$ cat src/rtl/ram_access_unit_pkg.sv
// Shared definitions for ram_access_unit: size encodings, byte-lane masks and FSM states.
package ram_access_unit_pkg;

    localparam logic [1:0] SZ_B = 2'd0;
    localparam logic [1:0] SZ_H = 2'd1;
    localparam logic [1:0] SZ_W = 2'd2;

    typedef enum logic [1:0] {
        StIdle,
        StBeat1,
        StFinish
    } state_e;

    // Right-justified byte-lane mask for an access size; encoding 3 behaves as a word.
    function automatic logic [3:0] size_mask(input logic [1:0] size);
        logic [3:0] mask;
        case (size)
            SZ_B:    mask = 4'b0001;
            SZ_H:    mask = 4'b0011;
            default: mask = 4'b1111;
        endcase
        return mask;
    endfunction

    // Lanes of the first (upper=0) or second (upper=1) word touched by a mask placed at offset k.
    function automatic logic [3:0] lane_mask(input logic [3:0] mask, input logic [1:0] k,
                                             input logic upper);
        logic [7:0] wide;
        wide = {4'b0000, mask} << k;
        return upper ? wide[7:4] : wide[3:0];
    endfunction

endpackage

$ cat src/rtl/ram_access_unit_load_extend.sv
// Extracts the low 1/2/4 bytes of a load word and sign- or zero-extends them to 32 bits.
module ram_access_unit_load_extend
    import ram_access_unit_pkg::*;
(
    input  logic [31:0] raw,
    input  logic [1:0]  size,
    input  logic        sign_ext,
    output logic [31:0] data
);

    always_comb begin
        data = raw;
        case (size)
            SZ_B:    data = {{24{sign_ext & raw[7]}}, raw[7:0]};
            SZ_H:    data = {{16{sign_ext & raw[15]}}, raw[15:0]};
            default: data = raw;
        endcase
    end

endmodule

$ cat src/rtl/ram_access_unit.sv
// Byte/half/word load-store initiator for one byte-enabled RAM port; accesses the RAM
// cannot do in one beat are split into two word-aligned beats.
module ram_access_unit
    import ram_access_unit_pkg::*;
#(
    parameter int unsigned SCALE = 10
) (
    input  logic             clk,
    input  logic             rst,
    input  logic             req_valid,
    output logic             req_ready,
    input  logic             req_store,
    input  logic [1:0]       req_size,
    input  logic             req_signed,
    input  logic [SCALE-1:0] req_addr,
    input  logic [31:0]      req_wdata,
    output logic             resp_valid,
    output logic [31:0]      resp_rdata,
    output logic             ram_oe,
    output logic [SCALE-1:0] ram_addr,
    output logic [31:0]      ram_wdata,
    output logic [3:0]       ram_we,
    input  logic [31:0]      ram_rdata
);

    state_e           state_q, state_d;
    logic             store_q, sign_q, split_q;
    logic [1:0]       size_q, k_q;
    logic [31:0]      wdata_q, hold_q;
    logic [SCALE-1:0] next_addr_q;
    logic             resp_valid_q;
    logic [31:0]      resp_rdata_q;

    logic [1:0]       req_k;
    logic [3:0]       req_mask;
    logic             req_split;
    logic             accept;
    logic [SCALE-3:0] next_word;
    logic [4:0]       lo_shift;
    logic [5:0]       hi_shift;
    logic [31:0]      raw;
    logic [31:0]      ext;

    assign req_k     = req_addr[1:0];
    assign req_mask  = size_mask(req_size);
    assign req_split = (req_mask == 4'b1111 && req_k != 2'd0) ||
                       (req_mask == 4'b0011 && req_k == 2'd3);
    assign accept    = req_valid && req_ready;
    // Word index wraps naturally at the top of the RAM.
    assign next_word = req_addr[SCALE-1:2] + {{(SCALE-3){1'b0}}, 1'b1};

    assign lo_shift = {k_q, 3'b000};
    assign hi_shift = 6'd32 - {1'b0, lo_shift};
    assign raw      = split_q ? ((hold_q >> lo_shift) | (ram_rdata << hi_shift)) : ram_rdata;

    ram_access_unit_load_extend u_load_extend (
        .raw      (raw),
        .size     (size_q),
        .sign_ext (sign_q),
        .data     (ext)
    );

    always_comb begin
        state_d   = state_q;
        req_ready = 1'b0;
        ram_oe    = 1'b0;
        ram_addr  = '0;
        ram_we    = 4'b0000;
        ram_wdata = '0;
        case (state_q)
            StIdle: begin
                req_ready = !rst;
                if (req_valid && !rst) begin
                    ram_oe = 1'b1;
                    if (req_split) begin
                        state_d   = StBeat1;
                        ram_addr  = {req_addr[SCALE-1:2], 2'b00};
                        ram_we    = req_store ? lane_mask(req_mask, req_k, 1'b0) : 4'b0000;
                        ram_wdata = req_wdata << {req_k, 3'b000};
                    end else begin
                        // The RAM applies the in-word offset itself for single beats.
                        state_d   = StFinish;
                        ram_addr  = req_addr;
                        ram_we    = req_store ? req_mask : 4'b0000;
                        ram_wdata = req_wdata;
                    end
                end
            end
            StBeat1: begin
                ram_oe    = 1'b1;
                ram_addr  = next_addr_q;
                ram_we    = store_q ? lane_mask(size_mask(size_q), k_q, 1'b1) : 4'b0000;
                ram_wdata = wdata_q >> hi_shift;
                state_d   = StFinish;
            end
            StFinish: state_d = StIdle;
            default:  state_d = StIdle;
        endcase
    end

    always_ff @(posedge clk or posedge rst) begin
        if (rst) begin
            state_q      <= StIdle;
            store_q      <= 1'b0;
            sign_q       <= 1'b0;
            split_q      <= 1'b0;
            size_q       <= 2'd0;
            k_q          <= 2'd0;
            wdata_q      <= '0;
            next_addr_q  <= '0;
            hold_q       <= '0;
            resp_valid_q <= 1'b0;
            resp_rdata_q <= '0;
        end else begin
            state_q      <= state_d;
            resp_valid_q <= (state_q == StFinish);
            if (accept) begin
                store_q     <= req_store;
                sign_q      <= req_signed;
                split_q     <= req_split;
                size_q      <= req_size;
                k_q         <= req_k;
                wdata_q     <= req_wdata;
                next_addr_q <= {next_word, 2'b00};
            end
            // Beat0 read data arrives while beat1 is on the port.
            if (state_q == StBeat1) begin
                hold_q <= ram_rdata;
            end
            if (state_q == StFinish) begin
                resp_rdata_q <= store_q ? 32'd0 : ext;
            end
        end
    end

    assign resp_valid = resp_valid_q;
    assign resp_rdata = resp_rdata_q;

endmodule

$ cat config.mk
export PLATFORM = sky130hd
export DESIGN_NAME = ram_access_unit
export DESIGN_NICKNAME = d
export VERILOG_FILES = /design/src/rtl/ram_access_unit_pkg.sv /design/src/rtl/ram_access_unit_load_extend.sv /design/src/rtl/ram_access_unit.sv
export SDC_FILE = /design/constraint.sdc
export NUM_CORES = 1
export LEC_CHECK = 0
export BUFFER_PORTS_ARGS = -buffer_cell sky130_fd_sc_hd__buf_2
export CAP_MARGIN = 20
export CORE_ASPECT_RATIO = 1.2
export CORE_MARGIN = 2
export CORE_UTILIZATION = 51
export CTS_BUF_LIST = sky130_fd_sc_hd__clkbuf_4 sky130_fd_sc_hd__clkbuf_8
export CTS_CLUSTER_DIAMETER = 100
export CTS_CLUSTER_SIZE = 28
export DETAILED_ROUTE_END_ITERATION = 7
export PLACE_DENSITY = 0.79
export SLEW_MARGIN = 20
export SYNTH_ARGS = -nofsm -noshare
export SYNTH_HDL_FRONTEND = slang
export SYNTH_SLANG_ARGS = --single-unit
$ cat constraint.sdc
create_clock -name clk -period 3.8 [get_ports clk]
set_clock_uncertainty 0.1 [all_clocks]
set_input_delay 0.76 -clock clk [delete_from_list [all_inputs] [get_ports clk]]
set_output_delay 0.76 -clock clk [all_outputs]
set_load 0.01 [all_outputs]
==> results.sh <==
export IMPL_yosys_cell_types_count=45
export IMPL_post_route_util_pct=62.0
export IMPL_met3_usage_pct=5.60
export IMPL_start_util_pct=52.3
export IMPL_antenna_found_initial=1
export IMPL_slew_violations=0
export IMPL_fin_crit_ns=3.63
export IMPL_synth_most_common_cell="nand2_1"
export IMPL_hold_viol_final=0
export IMPL_setup_ws_ns=0.169
export IMPL_power_density_nw_per_um2=576
export IMPL_htreeDepth=4
export IMPL_hold_class="reg2reg"
export IMPL_grt_pass1_wl_um=35900
export IMPL_cts_setup_buffers=0
export IMPL_grt_max_degree=115
export IMPL_drv_cap=0
export IMPL_setup_tns_ns=0
export IMPL_synthSimpleGateAreaFrac_pct=22.3
export IMPL_cts_sinks=114
export IMPL_drt_wl_total_um=22400
export IMPL_crit_slowest_cell="nor2_2"
export IMPL_yosys_register_bits=114
export IMPL_met2_usage_pct=47.7
export IMPL_cts_tree="done"
export IMPL_grt_ovfl_total=0
export IMPL_dieArea_um2=15200
export IMPL_ant_nets=0
export IMPL_yosys_top_cells_area="dfrtp_1 (39%), nand2_1 (15%), mux2i_1 (8.3%)"
export IMPL_synth_edf_count=0
export IMPL_leakagePower_nw=4.26
export IMPL_syn_area_um2=7230
export IMPL_drive_gt1_share_pct=22.7
export IMPL_path_clk_slew_ns=0.07
export IMPL_synthAdderAreaFrac_pct=0.519
export IMPL_ys_warnings_count=0
export IMPL_nets=1116
export IMPL_synth_compound_area_share_pct=22.1
export IMPL_cp_slowest_stage_delay_ns=0.49
export IMPL_die_y_um=134
export IMPL_clock_latency_ns=0.45
export IMPL_drc_errors=0
export IMPL_cts_root_buffer="clkbuf_8"
export IMPL_syn_nets=990
export IMPL_firstDrtPassIters=6
export IMPL_relSlewSlack_pct=38.3
export IMPL_path_class="reg2out"
export IMPL_synthToLayoutAreaGrowth_pct=18.4
export IMPL_synth_top_family_by_area="simple AND/OR/NAND/NOR gates"
export IMPL_rsz0062_at_grt="true"
export IMPL_muxShareOfSynthArea_pct=10.0
export IMPL_crit_chain="inv_1 -> ha_1 -> nor2_1 -> nand2_1 -> nor2_2 -> nand2_1 -> o21ai_0 -> buf_2"
export IMPL_cts_buffers=17
export IMPL_hpwlAfterDp_um=15100
export IMPL_synthCells=906
export IMPL_die_w_um=113
export IMPL_status="finished, final reports clean"
export IMPL_busiest_layer="met2"
export IMPL_arrival_ns=2.77
export IMPL_setup_viol=0
export IMPL_critPathRequiredTime_ns=2.94
export IMPL_rows=47
export IMPL_async_flop_share_pct=100
export IMPL_ys_top_cells_by_count="nand2_1 (293), dfrtp_1 (114), o21ai_0 (100)"
export IMPL_crit_top_cell="nand2_1"
export IMPL_numPortBuffers=161
export IMPL_wl_per_cell_um=18.4
export IMPL_cts_buffer_depth=2
export IMPL_synth_flop_cell="dfrtp_1"
export IMPL_end_kind="primary output"
export IMPL_drt_initial_drc_count=777
export IMPL_dp_slack_ns=0.487
export IMPL_synth_top_area_share_pct=39.4
export IMPL_grt_pass1_vias=6877
export IMPL_globalRouteMet1Util_pct=39.0
export IMPL_ys_seq_area_share_pct=39.4
export IMPL_routabilityCongestion=0.905
export IMPL_max_freq_ghz=0.275
export IMPL_viasPerCell=6.10
export IMPL_grtUsageTotal_pct=29.9
export IMPL_worstMarginPinSlew_ns=0.926
export IMPL_yosys_area_share_xor_xnor_pct=0.727
export IMPL_synth_area_per_cell_um2=7.98
export IMPL_vias=7424
export IMPL_synth_top_cell_by_area="dfrtp_1"
export IMPL_final_fill_count=1264
export IMPL_startpoint_type="flip-flop"
export IMPL_design_portCount=162
export IMPL_fin_crit_sh_pct=95.5
export IMPL_cp_max_fo=11
export IMPL_core_area_um2=13800
export IMPL_peakVddDrop_mv=0.346
==> placed cells by master, fill, tap and decap left out, drive strengths merged, types with 12 or more instances in the layout <==
| master | Yosys | final |
|---|---|---|
| nor2 | 42 | 42 |
| nand2 | 293 | 293 |
| clkbuf | 55 | 25 |
| a32o | 33 | 33 |
| mux2i | 60 | 60 |
| buf | 21 | 183 |
| a21oi | 12 | 12 |
| a22oi | 13 | 13 |
| nand3 | 14 | 14 |
| o21ai | 100 | 100 |
| nor2b | 14 | 14 |
| dfrtp | 114 | 114 |
==> critical path: cells and delay by family (launching register included) <==
family / cells / cell delay, ns
fa+ha+maj: 1 / 0.42
compound gates: 1 / 0.11
simple gates: 4 / 1.12
buf+inv: 2 / 0.31
flops: 1 / 0.37
==> per-stage QoR <==
stage | power, mW | hold WS (ns) | cell area, µm² | std cells
finish | 4.93 | 0.370 | 8560 | 1217
global route | 5.23 | 0.390 | 8560 | 1215
CTS | 4.93 | 0.376 | 8560 | 1214
detailed placement | 3.70 | 0.358 | 8140 | 1184
global placement | 3.65 | 0.357 | 8140 | 1184
floorplan | 3.06 | 0.342 | 7240 | 906
==> final timing paths <==
path / slack, ns / endpoint / cells past startpoint / from
setup reg to reg: 0.64 / resp_rdata[18]$_DFFE_PP0P_ / 6 / k_q[0]$_DFFE_PP0P_
min in group asynchronous: 0.38 / hold_q[6]$_DFFE_PP0P_ / 3 / rst
hold reg to reg: 0.37 / hold_q[15]$_DFFE_PP0P_ / 2 / hold_q[15]$_DFFE_PP0P_
hold / removal: 0.37 / hold_q[15]$_DFFE_PP0P_ / 2 / hold_q[15]$_DFFE_PP0P_
max in group asynchronous: 2.70 / k_q[0]$_DFFE_PP0P_ / 3 / rst
setup / recovery: 0.17 / ram_wdata[31] / 8 / k_q[1]$_DFFE_PP0P_
==> power breakdown <==
group / internal (mW) / switching (mW) / total [mW] / leakage (nW)
Clock: 0.739 / 0.486 / 1.22 / 0.220
Sequential: 1.56 / 0.269 / 1.83 / 1.43
Combinational: 0.774 / 1.11 / 1.88 / 2.61
Total: 3.07 / 1.86 / 4.93 / 4.26
==> logic make-up (layout without fill, tap and decap cells) <==
| group | after synthesis | after routing |
|---|---|---|
| simple gates | 393 | 393 |
| compound gates | 230 | 230 |
| flops | 114 | 114 |
| buf+inv | 89 | 226 |
| mux | 71 | 71 |
| xor+xnor | 6 | 6 |
| fa+ha+maj | 3 | 3 |
| other cells | 0 | 3 |
==> what timing repair did <==
item / 4_1_cts / 5_1_grt
gates resized for setup: 0 / 0
endpoints found under the setup margin: 0 / 1
hold buffers: 0 / 0
==> layout make-up <==
cell class | instances | area, µm² | area share [%]
multi-input cells | 703 | 4030 | 47.1
repair buffers | 183 | 983 | 11.5
flip-flops and latches | 114 | 2850 | 33.3
clock inverters | 5 | 100 | 1.17
clock buffers | 25 | 319 | 3.73
inverters | 13 | 52.6 | 0.614
diodes | 3 | 7.51 | 0.0877
well taps | 171 | 214 | 2.50
==> sequential cells by signal (all words and copies together) (netlist names) <==
name / count
hold_q: 32
k_q: 2
next_addr_q: 8
resp_rdata: 32
resp_valid: 1
sign_q: 1
size_q: 2
split_q: 1
state_q: 2
store_q: 1
wdata_q: 32
==> metal layers <==
layer	wire, µm	vias to the layer above
li1	-	3430
met1	8860	3506
met2	10900	426
met5	0	-
met3	1900	62
met4	799	0
No activity file was read; power rests on OpenSTA's default activity.
